File: src/rtl/wb_pipe_pkg.sv
// Shared write-back select encodings for the destination-tracking pipeline.
// Values mirror def_muxs.v so the decoder and this block agree bit-for-bit.
package wb_pipe_pkg;

    localparam logic [1:0] WRREG_ALURESULT = 2'd0;
    localparam logic [1:0] WRREG_DMDATA    = 2'd1;
    localparam logic [1:0] WRREG_IMMDATA   = 2'd2;

endpackage

File: src/rtl/wb_pipe_if.sv
// Bundle of ID-stage inputs, hazard controls and xREG2/3/4 outputs of wb_pipe.
// The pipe itself uses the slave view; the decode/forwarding side uses master.
interface wb_pipe_if #(
    parameter int DW = 32,
    parameter int AW = 5,
    parameter int CW = 16
);
    logic          id_do_reg_write;
    logic          id_do_dm_read;
    logic [1:0]    id_select_write_reg;
    logic [AW-1:0] id_write_reg_addr;
    logic [DW-1:0] id_imm_extend;
    logic          do_hazard;
    logic          flush;
    logic          dm_wait;
    logic [DW-1:0] alu_result;
    logic [DW-1:0] dm_read_data;

    logic          xREG2_do_reg_write;
    logic          xREG2_do_dm_read;
    logic [1:0]    xREG2_select_write_reg;
    logic [AW-1:0] xREG2_write_reg_addr;
    logic [DW-1:0] xREG2_imm_extend;
    logic          xREG3_do_reg_write;
    logic [AW-1:0] xREG3_write_reg_addr;
    logic [DW-1:0] write_reg_data;
    logic          xREG4_do_reg_write;
    logic [AW-1:0] xREG4_write_reg_addr;
    logic [DW-1:0] xREG4_write_reg_data;
    logic          hold_ifid;
    logic [CW-1:0] stall_count;

    modport slave (
        input  id_do_reg_write, id_do_dm_read, id_select_write_reg,
               id_write_reg_addr, id_imm_extend, do_hazard, flush, dm_wait,
               alu_result, dm_read_data,
        output xREG2_do_reg_write, xREG2_do_dm_read, xREG2_select_write_reg,
               xREG2_write_reg_addr, xREG2_imm_extend, xREG3_do_reg_write,
               xREG3_write_reg_addr, write_reg_data, xREG4_do_reg_write,
               xREG4_write_reg_addr, xREG4_write_reg_data, hold_ifid, stall_count
    );

    modport master (
        output id_do_reg_write, id_do_dm_read, id_select_write_reg,
               id_write_reg_addr, id_imm_extend, do_hazard, flush, dm_wait,
               alu_result, dm_read_data,
        input  xREG2_do_reg_write, xREG2_do_dm_read, xREG2_select_write_reg,
               xREG2_write_reg_addr, xREG2_imm_extend, xREG3_do_reg_write,
               xREG3_write_reg_addr, write_reg_data, xREG4_do_reg_write,
               xREG4_write_reg_addr, xREG4_write_reg_data, hold_ifid, stall_count
    );

endinterface

File: src/rtl/pipe_stage_reg.sv
// One pipeline register: hold when en_i=0, and on clr_i zero the top FW bits
// (the control flags) while the rest of the word loads normally.
module pipe_stage_reg #(
    parameter int           W       = 8,
    parameter int           FW      = 0,
    parameter logic [W-1:0] RST_VAL = '0
) (
    input  logic         clk_i,
    input  logic         rst_ni,
    input  logic         en_i,
    input  logic         clr_i,
    input  logic [W-1:0] d_i,
    output logic [W-1:0] q_o
);

    // FW=0 yields an all-zero mask, so the clear input becomes a no-op.
    localparam logic [W-1:0] CLR_MASK = ~({W{1'b1}} >> FW);

    logic [W-1:0] q_q;
    logic [W-1:0] q_d;

    always_comb begin
        q_d = q_q;
        if (en_i) begin
            q_d = clr_i ? (d_i & ~CLR_MASK) : d_i;
        end
    end

    always_ff @(posedge clk_i or negedge rst_ni) begin
        if (!rst_ni) begin
            q_q <= RST_VAL;
        end else begin
            q_q <= q_d;
        end
    end

    assign q_o = q_q;

endmodule

File: src/rtl/wb_pipe.sv
// Destination-tracking ID/EX, EX/MEM, MEM/WB registers with load-use bubble,
// branch flush, data-memory freeze and a saturating stall counter.
module wb_pipe
    import wb_pipe_pkg::*;
#(
    parameter int DW = 32,
    parameter int AW = 5,
    parameter int CW = 16
) (
    input  logic    clock,
    input  logic    reset_n,
    wb_pipe_if.slave bus
);

    localparam int X2W = 4 + AW + DW;
    localparam int X3W = 4 + AW + DW;
    localparam int X4W = 1 + AW + DW;
    localparam logic [X2W-1:0] X2_RST = {2'b00, WRREG_ALURESULT, {AW{1'b0}}, {DW{1'b0}}};
    localparam logic [X3W-1:0] X3_RST = {2'b00, WRREG_ALURESULT, {AW{1'b0}}, {DW{1'b0}}};

    logic           advance;
    logic           bubble;
    logic [X2W-1:0] x2_d, x2_q;
    logic [X3W-1:0] x3_d, x3_q;
    logic [X4W-1:0] x4_d, x4_q;
    logic [DW-1:0]  result3;
    logic           x3_we, x3_rd;
    logic [1:0]     x3_sel;
    logic [AW-1:0]  x3_addr;
    logic [DW-1:0]  x3_res;
    logic [CW-1:0]  stall_q, stall_d;
    logic           unused_x3_sel;

    // A freeze overrides everything, including a pending bubble decision.
    assign advance = ~bus.dm_wait;
    assign bubble  = bus.do_hazard | bus.flush;

    assign x2_d = {bus.id_do_reg_write, bus.id_do_dm_read, bus.id_select_write_reg,
                   bus.id_write_reg_addr, bus.id_imm_extend};

    pipe_stage_reg #(.W(X2W), .FW(2), .RST_VAL(X2_RST)) u_xreg2 (
        .clk_i (clock), .rst_ni(reset_n), .en_i(advance), .clr_i(bubble),
        .d_i   (x2_d),  .q_o   (x2_q)
    );

    assign {bus.xREG2_do_reg_write, bus.xREG2_do_dm_read, bus.xREG2_select_write_reg,
            bus.xREG2_write_reg_addr, bus.xREG2_imm_extend} = x2_q;

    assign result3 = (bus.xREG2_select_write_reg == WRREG_IMMDATA) ? bus.xREG2_imm_extend
                                                                   : bus.alu_result;
    assign x3_d = {bus.xREG2_do_reg_write, bus.xREG2_do_dm_read, bus.xREG2_select_write_reg,
                   bus.xREG2_write_reg_addr, result3};

    pipe_stage_reg #(.W(X3W), .FW(0), .RST_VAL(X3_RST)) u_xreg3 (
        .clk_i (clock), .rst_ni(reset_n), .en_i(advance), .clr_i(1'b0),
        .d_i   (x3_d),  .q_o   (x3_q)
    );

    assign {x3_we, x3_rd, x3_sel, x3_addr, x3_res} = x3_q;
    // The load flag alone steers the MEM mux; select travels along for visibility.
    assign unused_x3_sel = ^x3_sel;

    assign bus.xREG3_do_reg_write   = x3_we;
    assign bus.xREG3_write_reg_addr = x3_addr;
    assign bus.write_reg_data       = x3_rd ? bus.dm_read_data : x3_res;

    assign x4_d = {x3_we, x3_addr, bus.write_reg_data};

    pipe_stage_reg #(.W(X4W), .FW(0), .RST_VAL('0)) u_xreg4 (
        .clk_i (clock), .rst_ni(reset_n), .en_i(advance), .clr_i(1'b0),
        .d_i   (x4_d),  .q_o   (x4_q)
    );

    assign {bus.xREG4_do_reg_write, bus.xREG4_write_reg_addr, bus.xREG4_write_reg_data} = x4_q;

    assign bus.hold_ifid = bus.do_hazard | bus.dm_wait;

    always_comb begin
        stall_d = stall_q;
        if (bus.hold_ifid && (stall_q != {CW{1'b1}})) begin
            stall_d = stall_q + CW'(1);
        end
    end

    always_ff @(posedge clock or negedge reset_n) begin
        if (!reset_n) begin
            stall_q <= '0;
        end else begin
            stall_q <= stall_d;
        end
    end

    assign bus.stall_count = stall_q;

endmodule

File: src/flat_wrapper.sv
// flat-port wrapper written by rule: the top's interface ports become plain ports
module wb_pipe_flat import wb_pipe_pkg::*;
#(
    parameter int DW = 32,
    parameter int AW = 5,
    parameter int CW = 16
)
  (clock, reset_n, bus_id_do_reg_write, bus_id_do_dm_read, bus_id_select_write_reg, bus_id_write_reg_addr, bus_id_imm_extend, bus_do_hazard, bus_flush, bus_dm_wait, bus_alu_result, bus_dm_read_data, bus_xREG2_do_reg_write, bus_xREG2_do_dm_read, bus_xREG2_select_write_reg, bus_xREG2_write_reg_addr, bus_xREG2_imm_extend, bus_xREG3_do_reg_write, bus_xREG3_write_reg_addr, bus_write_reg_data, bus_xREG4_do_reg_write, bus_xREG4_write_reg_addr, bus_xREG4_write_reg_data, bus_hold_ifid, bus_stall_count);
  wb_pipe_if #(.DW(DW), .AW(AW), .CW(CW)) bus_i ();
  input  logic clock;
  input  logic reset_n;
  input wire logic [$bits(bus_i.id_do_reg_write)-1:0] bus_id_do_reg_write;
  input wire logic [$bits(bus_i.id_do_dm_read)-1:0] bus_id_do_dm_read;
  input wire logic [$bits(bus_i.id_select_write_reg)-1:0] bus_id_select_write_reg;
  input wire logic [$bits(bus_i.id_write_reg_addr)-1:0] bus_id_write_reg_addr;
  input wire logic [$bits(bus_i.id_imm_extend)-1:0] bus_id_imm_extend;
  input wire logic [$bits(bus_i.do_hazard)-1:0] bus_do_hazard;
  input wire logic [$bits(bus_i.flush)-1:0] bus_flush;
  input wire logic [$bits(bus_i.dm_wait)-1:0] bus_dm_wait;
  input wire logic [$bits(bus_i.alu_result)-1:0] bus_alu_result;
  input wire logic [$bits(bus_i.dm_read_data)-1:0] bus_dm_read_data;
  output wire logic [$bits(bus_i.xREG2_do_reg_write)-1:0] bus_xREG2_do_reg_write;
  output wire logic [$bits(bus_i.xREG2_do_dm_read)-1:0] bus_xREG2_do_dm_read;
  output wire logic [$bits(bus_i.xREG2_select_write_reg)-1:0] bus_xREG2_select_write_reg;
  output wire logic [$bits(bus_i.xREG2_write_reg_addr)-1:0] bus_xREG2_write_reg_addr;
  output wire logic [$bits(bus_i.xREG2_imm_extend)-1:0] bus_xREG2_imm_extend;
  output wire logic [$bits(bus_i.xREG3_do_reg_write)-1:0] bus_xREG3_do_reg_write;
  output wire logic [$bits(bus_i.xREG3_write_reg_addr)-1:0] bus_xREG3_write_reg_addr;
  output wire logic [$bits(bus_i.write_reg_data)-1:0] bus_write_reg_data;
  output wire logic [$bits(bus_i.xREG4_do_reg_write)-1:0] bus_xREG4_do_reg_write;
  output wire logic [$bits(bus_i.xREG4_write_reg_addr)-1:0] bus_xREG4_write_reg_addr;
  output wire logic [$bits(bus_i.xREG4_write_reg_data)-1:0] bus_xREG4_write_reg_data;
  output wire logic [$bits(bus_i.hold_ifid)-1:0] bus_hold_ifid;
  output wire logic [$bits(bus_i.stall_count)-1:0] bus_stall_count;
  assign bus_i.id_do_reg_write = bus_id_do_reg_write;
  assign bus_i.id_do_dm_read = bus_id_do_dm_read;
  assign bus_i.id_select_write_reg = bus_id_select_write_reg;
  assign bus_i.id_write_reg_addr = bus_id_write_reg_addr;
  assign bus_i.id_imm_extend = bus_id_imm_extend;
  assign bus_i.do_hazard = bus_do_hazard;
  assign bus_i.flush = bus_flush;
  assign bus_i.dm_wait = bus_dm_wait;
  assign bus_i.alu_result = bus_alu_result;
  assign bus_i.dm_read_data = bus_dm_read_data;
  assign bus_xREG2_do_reg_write = bus_i.xREG2_do_reg_write;
  assign bus_xREG2_do_dm_read = bus_i.xREG2_do_dm_read;
  assign bus_xREG2_select_write_reg = bus_i.xREG2_select_write_reg;
  assign bus_xREG2_write_reg_addr = bus_i.xREG2_write_reg_addr;
  assign bus_xREG2_imm_extend = bus_i.xREG2_imm_extend;
  assign bus_xREG3_do_reg_write = bus_i.xREG3_do_reg_write;
  assign bus_xREG3_write_reg_addr = bus_i.xREG3_write_reg_addr;
  assign bus_write_reg_data = bus_i.write_reg_data;
  assign bus_xREG4_do_reg_write = bus_i.xREG4_do_reg_write;
  assign bus_xREG4_write_reg_addr = bus_i.xREG4_write_reg_addr;
  assign bus_xREG4_write_reg_data = bus_i.xREG4_write_reg_data;
  assign bus_hold_ifid = bus_i.hold_ifid;
  assign bus_stall_count = bus_i.stall_count;
  wb_pipe #(.DW(DW), .AW(AW), .CW(CW)) u_core (.clock(clock), .reset_n(reset_n), .bus(bus_i));
endmodule
File: config.mk
export PLATFORM = sky130hd
export DESIGN_NAME = wb_pipe_flat
export DESIGN_NICKNAME = d
export VERILOG_FILES = /design/src/rtl/wb_pipe_pkg.sv /design/src/rtl/wb_pipe_if.sv /design/src/rtl/pipe_stage_reg.sv /design/src/rtl/wb_pipe.sv /design/src/flat_wrapper.sv
export SDC_FILE = /design/constraint.sdc
export NUM_CORES = 1
export LEC_CHECK = 0
export CORE_MARGIN = 1
export CORE_UTILIZATION = 43
export CTS_CLUSTER_SIZE = 25
export DETAILED_ROUTE_END_ITERATION = 10
export GPL_TIMING_DRIVEN = 1
export PLACE_DENSITY = 0.82
export SYNTH_ARGS = -nofsm -noshare
export SYNTH_HDL_FRONTEND = slang
export SYNTH_SLANG_ARGS = --single-unit
File: constraint.sdc
create_clock -name clock -period 1.7 [get_ports clock]
set_input_delay 0.34 -clock clock [delete_from_list [all_inputs] [get_ports clock]]
set_output_delay 0.34 -clock clock [all_outputs]
set_load 0.02 [all_outputs]
==> flow_metrics.py, run 1 <==
metrics = {
    "worst_setup_path": {
        "path_class": "reg -> out",
        "cp.arrival_ns": 1.62,
        "startpoint": "u_core.u_xreg3.q_o[39]$_DFFE_PN0N_",
        "r2r_setup_slack_ns": 0.03,
        "r2r_cells": 6,
        "cp-end-kind": "output pin",
        "cp_max_fo": 6,
        "r2r_end": "u_core.u_xreg4.q_o[9]$_DFFE_PN0N_",
        "worstPathRequired_ns": 1.36,
        "r2r-start": "u_core.u_xreg3.q_o[39]$_DFFE_PN0N_",
        "start_kind": "flip-flop",
    },
    "logic_synthesis": {
        "syn_area_um2": 5850,
        "synth_cell_types": 33,
        "syn-num-nets": 552,
        "postSynthAreaPerCell_um2": 13.3,
        "synth_area_leaders": "dfrtp_1 (57%), mux2_2 (23%), mux2i_1 (5.5%)",
        "yosysSeqAreaShare_pct": 57.3,
        "synth_seq_cells": 134,
        "yosysMostFrequentCell": "dfrtp_1",
        "yosys-top-cells-count": "dfrtp_1 (134), mux2_2 (117), nand2_1 (39), o21ai_0 (34), mux2i_1 (32)",
        "synth_top_area_cell": "dfrtp_1",
        "synth_ff_type": "dfrtp_1",
        "yosysWarnings": 0,
        "synth-edff-count": 0,
        "synth_top_cell_area_share_pct": 57.3,
        "synthCells": 441,
        "synthArstFlopShare_pct": 100,
    },
    "power_and_ir_drop": {
        "power_mw": 11.1,
        "leakage_nw": 4.28,
        "p_per_area_nw_per_um2": 1180,
        "vdd_drop_max_uv": 896,
    },
    "floorplan": {
        "die_h_um": 119,
        "initial_core_util_pct": 44.2,
        "die-area_um2": 14100,
        "row_count": 42,
        "io_pins": 244,
        "die_x_um": 119,
        "core_region_area_um2": 13200,
    },
    "cts": {
        "cts_inserted_buffers": 17,
        "path_clk_slew_ns": 0.06,
        "clk_latency_ns": 0.41,
        "cts-root-buf": "clkbuf_16",
        "cts_buffer_depth": 2,
        "htree_levels": 4,
        "cts_tree": "done",
        "clock-sinks": 134,
    },
    "timing": {
        "worst_pin_slew_ns": 0.407,
        "post-route-min-period_ns": 1.96,
        "fin_crit_sh_pct": 115,
        "setup_viol": 32,
        "hold_viol_final": 0,
        "rsz0062_at_grt": "yes",
        "setup_slack_ns": -0.258,
        "max_freq_mhz": 511,
        "fin_skew_ns": 0.00608,
        "hold_slack_ns": 0.396,
        "maxSlewViolCount": 0,
        "slew_headroom_pct": 72.7,
    },
    "finish": {
        "final_area_um2": 9370,
        "nets": 811,
        "final_core_util_pct": 70.8,
        "area_growth_pct": 60.2,
        "n_antenna_cell": 0,
        "final_layout_size_suffix_gt1_share_pct": 30.9,
    },
    "detailed_routing": {
        "num_vias": 4479,
        "drtIter0Drc": 185,
        "drt-total-wl_um": 16000,
        "drt-pass1-iter-count": 4,
        "wire_per_inst_um": 18.0,
        "via_per_inst": 5.04,
        "drc": 0,
        "ant_nets": 0,
    },
    "global_routing": {
        "grt_pass1_wl_um": 25000,
        "grt_usage_pct": 23.0,
        "grt_start_max_net_pins": 77,
        "antenna_found_initial": 0,
        "grt_pass1_vias": 4812,
        "gr-total-overflow": 0,
    },
    "status": {
        "outcome": "finished, violations left",
        "violations": "setup timing",
    },
    "placement": {
        "place_congestion": 0.833,
        "place_ws_ns": -0.262,
        "place_area_um2": 8610,
        "portBuffers": 243,
        "dp_hpwl_um": 11000,
    },
    "flow_run": {
        "max-cap-violations": 0,
    },
    "hold_path": {
        "hp-class": "in -> async",
    },
}
[where the power goes]
| group | internal (mW) | switching (mW) | leakage [nW] |
|---|---|---|---|
| Sequential | 3.69 | 0.386 | 1.62 |
| Clock | 2.64 | 1.29 | 0.316 |
| Combinational | 1.53 | 1.54 | 2.35 |
[layout by cell type (no fill, tap or decap), drive strengths merged, types with 2 or more instances in the layout]
cell type      instances
dfrtp                134
mux2                 118
clkdlybuf4s50        107
dlygate4sd2          102
buf                   59
nand2                 39
o21ai                 35
mux2i                 32
clkbuf                25
nor2                   8
xnor2                  7
nand4                  6
nor3                   5
inv                    4
nand3                  4
xor2                   4
bufinv                 4
a21oi                  3
clkinv                 3
a31oi                  2
nor4                   2
[worst max-delay path, stage by stage (launching register included)]
cell	delay (ns)
dfrtp_2	0.45
buf_12	0.15
clkbuf_16	0.16
mux2_4	0.32
buf_6	0.14
[state kept, by name, summed over array words and instances (netlist names)]
| name | cells |
|---|---|
| u_core.bus.stall_count | 16 |
| u_core.u_xreg2.q_o | 41 |
| u_core.u_xreg3.q_o | 39 |
| u_core.u_xreg4.q_o | 38 |
[worst max-delay path by stage]
stage,cells past startpoint,to
2_1_floorplan,4,u_core.bus.stall_count[1]$_DFFE_PN0P_
3_3_place_gp,3,bus_write_reg_data[12]
3_5_place_dp,3,bus_write_reg_data[12]
4_1_cts,3,bus_write_reg_data[15]
5_1_grt,4,bus_write_reg_data[1]
6_report,4,bus_write_reg_data[9]
[per-stage QoR]
stage                     std cells  TNS (ns)
after floorplan                 441         0
after global placement          850     -6.83
after detailed placement        850     -7.61
after CTS                       885     -6.27
after global routing            889     -7.32
final                           889     -5.78
[metal layers]
metal	track usage (%)	part of all wire [%]
met1	26.9	40
met2	39.3	52
met3	7.48	6.5
met4	8.15	1.6
met5	0	0
[cells by family after synthesis]
logic type	share of synthesized area, %
mux	28.2
flops	57.3
simple gates	6.24
compound gates	3.59
buf+inv	2.84
xor+xnor	1.65
fa+ha+maj	0.214
[what timing repair did]
action | CTS | global route
hold buffers | 1 | 0
gates resized for setup | 257 | 69
cloned | 0 | 1
endpoints found under the hold margin | 22 | 0
setup buffers | 2 | 3
setup endpoints to repair | 134 | 34
[final cells by class]
class,count,area (um^2)
Inverter,4,15.0
Fill cell,972,3870
Timing Repair Buffer,270,2680
Clock buffer,24,502
Multi-Input combinational cell,273,2460
Sequential cell,134,3350
Tap cell,176,220
Clock inverter,8,143
Note: power is estimated with default switching activity, not from simulation.
==> inputs of run 2 (changes only) <==
Settings changed: GPL_ROUTABILITY_DRIVEN set to 0, SETUP_SLACK_MARGIN set to 0.05.
==> run 2 against run 1 <==
The flow still finishes with violations (setup timing). Sequential power hardly changed. Clock power hardly changed. Non-clock buffer count is 1 higher. First-iteration DRC count is 4.3% higher. Global-route usage stayed put. Critical path type unchanged.
==> flow_metrics.py, run 2 (synthesis results as in run 1) <==
metrics = {
    "status": {
        "outcome": "finished, violations left",
        "violations": "setup timing",
    },
    "finish": {
        "nets": 812,
        "fill_cells": 968,
        "multi_input_comb_area_um2": 2470,
        "final_layout_size_suffix_gt1_share_pct": 31.4,
        "n_antenna_cell": 0,
        "final_common_cell": "dfrtp_1",
        "final_cell_mix": "dfrtp_1 (133), clkdlybuf4s50_1 (107), dlygate4sd2_1 (101)",
        "stdcell_count": 890,
        "largest_reg_flops": 41,
        "register_area_um2": 3350,
        "area_growth_pct": 60.3,
        "final_area_um2": 9390,
    },
    "timing": {
        "setup_slack_ns": -0.257,
        "worst_pin_slew_ns": 0.453,
        "fin_skew_ns": 0.00647,
        "fin_crit_sh_pct": 115,
        "max_freq_mhz": 511,
        "post-route-min-period_ns": 1.96,
        "maxSlewViolCount": 0,
        "rsz0062_at_grt": "yes",
        "setup_viol": 32,
        "slew_headroom_pct": 69.6,
        "hold_viol_final": 0,
    },
    "placement": {
        "portBuffers": 243,
        "dp_cells": 850,
        "place_area_um2": 8610,
        "dp_hpwl_um": 11000,
    },
    "floorplan": {
        "die_x_um": 119,
        "io_pins": 244,
        "row_count": 42,
        "core_region_area_um2": 13200,
        "die_h_um": 119,
        "die-area_um2": 14100,
        "initial_core_util_pct": 44.2,
    },
    "detailed_routing": {
        "drtIter0Drc": 193,
        "via_per_inst": 5.07,
        "drt-pass1-iter-count": 5,
        "m1WireLength_um": 6440,
        "ant_nets": 0,
        "num_vias": 4515,
        "drc": 0,
        "wl_met2_um": 8240,
        "top_layer": "met4",
        "wl_met3_um": 1090,
        "drt-total-wl_um": 16000,
        "wire_per_inst_um": 18.0,
    },
    "power_and_ir_drop": {
        "combPwrFrac_pct": 27.8,
        "p_int_mw": 7.87,
        "leakage_nw": 4.29,
        "power_frac_seq_pct": 36.7,
        "swShare_pct": 29.0,
        "vdd_drop_max_uv": 884,
        "p_per_area_nw_per_um2": 1180,
        "p_switching_mw": 3.22,
        "clkPwrFrac_pct": 35.5,
    },
    "global_routing": {
        "gr-total-overflow": 0,
        "grt_pass1_wl_um": 25000,
        "antenna_found_initial": 0,
        "grt_pass1_vias": 4812,
        "grt_usage_pct": 23.0,
        "grt_start_max_net_pins": 77,
    },
    "cts": {
        "clock-sinks": 134,
        "htree_levels": 4,
        "path_clk_slew_ns": 0.06,
        "cts_inserted_buffers": 17,
        "clk_latency_ns": 0.41,
        "cts_tree": "done",
        "cts_buffer_depth": 2,
        "cts-root-buf": "clkbuf_16",
    },
    "worst_setup_path": {
        "cp-end-kind": "output pin",
        "slowest_stage": "dfrtp_2",
        "path_class": "reg -> out",
        "critPathMaxStageDelay_ns": 0.45,
        "r2r-start": "u_core.u_xreg3.q_o[39]$_DFFE_PN0N_",
        "r2r_end": "u_core.u_xreg4.q_o[9]$_DFFE_PN0N_",
        "cp_cell_sequence": "buf_12 -> clkbuf_16 -> mux2_4 -> buf_6",
        "cp_max_fo": 6,
        "r2r_setup_slack_ns": 0.03,
        "start_kind": "flip-flop",
        "worstPathRequired_ns": 1.36,
        "r2r_cells": 6,
        "startpoint": "u_core.u_xreg3.q_o[39]$_DFFE_PN0N_",
        "cp.arrival_ns": 1.62,
    },
    "hold_path": {
        "hp-class": "in -> async",
    },
    "flow_run": {
        "max-cap-violations": 0,
    },
}
==> run 2: changes by cell type in the layout (fill, tap and decap cells not counted), sizes merged <==
cell,change
dlygate4sd2,-1
buf,+1
clkbuf,+1
==> run 2: metal layers <==
metal | track usage [%] | vias up
met5 | 0 | -
met4 | 8.15 | 0
met3 | 7.48 | 20
met2 | 39.3 | 188
met1 | 26.9 | 2244
li1 | - | 2063
==> run 2: final cells by class <==
cell class	count	share of cell area, %
Sequential cell	134	35.7
Inverter	4	0.160
Clock buffer	24	5.35
Timing Repair Buffer	271	28.6
Clock inverter	8	1.52
Multi-Input combinational cell	273	26.3
Tap cell	176	2.35
==> run 2: worst max-delay path by stage <==
stage,end,slack [ns],cells after the start
detailed placement,bus_write_reg_data[12],-0.26,3
CTS,bus_write_reg_data[15],-0.29,3
global route,bus_write_reg_data[1],-0.30,4
global placement,bus_write_reg_data[12],-0.24,3
finish,bus_write_reg_data[9],-0.26,4
floorplan,u_core.bus.stall_count[1]$_DFFE_PN0P_,0.11,4
==> run 2: power by group through the flow <==
stage | Combinational, mW | Clock, mW | Sequential [mW]
floorplan | 1.08 | 0 | 4.51
global placement | 3.11 | 0 | 4.09
detailed placement | 3.17 | 0 | 4.12
CTS | 2.88 | 4.00 | 4.07
global route | 3.27 | 4.14 | 4.14
finish | 3.08 | 3.93 | 4.07
==> run 2: per-stage QoR <==
step	utilization [%]	total power [mW]	hold slack (ns)	setup TNS (ns)	setup slack [ns]
finish	70.9	11.1	0.397	-5.78	-0.257
global route	70.9	11.5	0.392	-7.32	-0.299
CTS	68.7	10.9	0.368	-6.27	-0.293
detailed placement	65.0	7.29	0.237	-7.61	-0.262
global placement	65.0	7.20	0.234	-6.83	-0.239
floorplan	-	5.59	0.0444	0	0.114
==> run 2: timing repair <==
item | 4_1_cts | 5_1_grt
gates cloned | 0 | 1
setup endpoints to repair | 134 | 36
hold buffers | 1 | 0
buffers inserted | 2 | 4
hold endpoints to repair | 22 | 0
resized for setup | 259 | 71
==> run 2: worst max-delay path, delay by kind of cell (launching register included) <==
kind,cells,cell delay [ns]
DFF,1,0.45
muxes,1,0.31
buffers and inverters,3,0.45
==> inputs of run 3 (changes only) <==
--- a/config.mk
+++ b/config.mk
@@ -6,4 +6,5 @@
 export NUM_CORES = 1
 export LEC_CHECK = 0
+export CORE_ASPECT_RATIO = 1.25
 export CORE_MARGIN = 1
 export CORE_UTILIZATION = 43
==> constraint.sdc (replaced) <==
create_clock -name clock -period 1.7 [get_ports clock]
set_input_delay 0.51 -clock clock [delete_from_list [all_inputs] [get_ports clock]]
set_output_delay 0.51 -clock clock [all_outputs]
set_load 0.02 [all_outputs]
==> run 3 against run 2 <==
The run still ends with setup timing left. Clock power increased by 8.7%. Count of clock-buffer cells in the layout decreased by 6. First-iteration DRC count decreased by 24%. Routed wire length increased by 1.2%. Power increased by 2.8%.
==> flow_metrics.py, run 3 (synthesis results as in run 1) <==
metrics = {
    "status": {
        "outcome": "finished, violations left",
        "violations": "setup timing",
    },
    "finish": {
        "final_cell_mix": "dfrtp_1 (127), clkdlybuf4s50_1 (106), mux2_2 (89)",
        "final_common_cell": "dfrtp_1",
        "final_core_util_pct": 71.1,
        "final_layout_size_suffix_gt1_share_pct": 39.4,
        "stdcell_count": 896,
        "area_growth_pct": 61.5,
        "largest_reg_flops": 41,
        "nets": 825,
        "n_antenna_cell": 0,
        "fill_cells": 929,
    },
    "worst_setup_path": {
        "cp_common_cell": "buf_6",
        "slowest_stage": "dfrtp_2",
        "cp-end-kind": "output pin",
        "crit_family": "flip-flops",
        "worstPathRequired_ns": 1.19,
        "cp.buffers_inverters": 3,
        "cp.arrival_ns": 1.60,
        "path_class": "reg -> out",
        "cp_max_fo": 7,
        "critPathMaxStageDelay_ns": 0.47,
        "start_kind": "flip-flop",
        "cp_cell_sequence": "buf_6 -> buf_6 -> mux2_4 -> buf_6",
    },
    "floorplan": {
        "row_count": 47,
        "die_h_um": 132,
        "initial_core_util_pct": 44.0,
        "die-area_um2": 14100,
        "io_pins": 244,
        "core_region_area_um2": 13300,
        "die_x_um": 106,
    },
    "placement": {
        "dp_hpwl_um": 11300,
        "portBuffers": 243,
        "dp_cells": 844,
    },
    "detailed_routing": {
        "drtIter0Drc": 147,
        "drc": 0,
        "drt-pass1-iter-count": 4,
        "wire_per_inst_um": 18.1,
        "drt-total-wl_um": 16200,
        "via_per_inst": 5.10,
        "num_vias": 4572,
        "ant_nets": 0,
    },
    "cts": {
        "htree_levels": 4,
        "path_clk_slew_ns": 0.06,
        "clock-sinks": 134,
        "clk_latency_ns": 0.41,
        "cts_inserted_buffers": 17,
        "cts_tree": "done",
        "cts-root-buf": "clkbuf_16",
        "cts_buffer_depth": 2,
    },
    "timing": {
        "fin_crit_sh_pct": 124,
        "fin_skew_ns": 0.00854,
        "hold_slack_ns": 0.486,
        "setup_slack_ns": -0.410,
        "hold_viol_final": 0,
        "maxSlewViolCount": 0,
        "max_freq_mhz": 474,
        "slew_headroom_pct": 71.7,
        "rsz0062_at_grt": "yes",
        "setup_viol": 32,
        "post-route-min-period_ns": 2.11,
        "worst_pin_slew_ns": 0.421,
    },
    "power_and_ir_drop": {
        "p_per_area_nw_per_um2": 1210,
        "vdd_drop_max_uv": 743,
        "leakage_nw": 4.23,
        "power_mw": 11.4,
    },
    "global_routing": {
        "grt_start_max_net_pins": 94,
        "grt_usage_pct": 23.6,
        "grt_pass1_vias": 4985,
        "antenna_found_initial": 0,
        "gr-total-overflow": 0,
        "grt_pass1_wl_um": 25500,
    },
    "flow_run": {
        "max-cap-violations": 0,
    },
    "hold_path": {
        "hp-class": "reg -> reg",
    },
}
-- run 3: power by group --
part / internal, mW / leakage [nW] / switching [mW] / total [mW]
Combinational: 1.50 / 2.29 / 1.52 / 3.02
Sequential: 3.70 / 1.61 / 0.407 / 4.11
Clock: 2.89 / 0.323 / 1.38 / 4.27
-- run 3: worst paths after layout --
check | startpoint | endpoint | slack [ns] | depth (start not counted)
worst max-delay path | u_core.u_xreg3.q_o[39]$_DFFE_PN0N_ | bus_write_reg_data[27] | -0.41 | 4
min in group asynchronous | reset_n | u_core.bus.stall_count[9]$_DFFE_PN0P_ | 0.59 | 2
worst min register to register | u_core.u_xreg3.q_o[9]$_DFFE_PN0N_ | u_core.u_xreg3.q_o[9]$_DFFE_PN0N_ | 0.49 | 2
max in group asynchronous | reset_n | u_core.u_xreg4.q_o[2]$_DFFE_PN0N_ | 0.54 | 3
worst min-delay path | u_core.u_xreg3.q_o[9]$_DFFE_PN0N_ | u_core.u_xreg3.q_o[9]$_DFFE_PN0N_ | 0.49 | 2
worst max register to register | u_core.bus.stall_count[0]$_DFFE_PN0P_ | u_core.bus.stall_count[1]$_DFFE_PN0P_ | 0.09 | 5
-- run 3: per-stage QoR --
stage               instance area, um^2  setup WS (ns)  setup TNS, ns
global placement                   8570         -0.587         -20.20
global route                       9450         -0.461         -12.61
CTS                                9450         -0.480         -13.05
floorplan                          5850         0.0561              0
finish                             9450         -0.410         -10.98
detailed placement                 8570         -0.592         -20.90
-- run 3: tightest hold or removal path: stages (launching register included) --
cell     delay [ns]
dfrtp_1        0.34
nand2_1        0.05
o21ai_0        0.06
-- run 3: area by class of cell --
| cell class | instances | area, um^2 | area share (%) |
|---|---|---|---|
| flip-flops and latches | 134 | 3360 | 35.6 |
| repair buffers | 284 | 2720 | 28.8 |
| multi-input cells | 273 | 2460 | 26.0 |
| clock buffers | 18 | 429 | 4.54 |
| clock inverters | 12 | 251 | 2.66 |
| well taps | 171 | 214 | 2.26 |
| inverters | 4 | 15.0 | 0.159 |
-- run 3: what timing repair did --
item	CTS	global route
hold endpoints to repair	18	0
gates resized for setup	394	74
setup buffers	16	5
endpoints found under the setup margin	136	85
hold buffers	1	0
pin swaps	1	1
gates cloned	1	0
-- run 3: per-layer routing --
layer	up-vias	global-route usage [%]	part of all wire, %
met4	0	9.72	3.0
met3	28	6.50	6.1
met1	2271	25.0	36
li1	2101	-	-
met2	172	43.4	55
met5	-	0	0
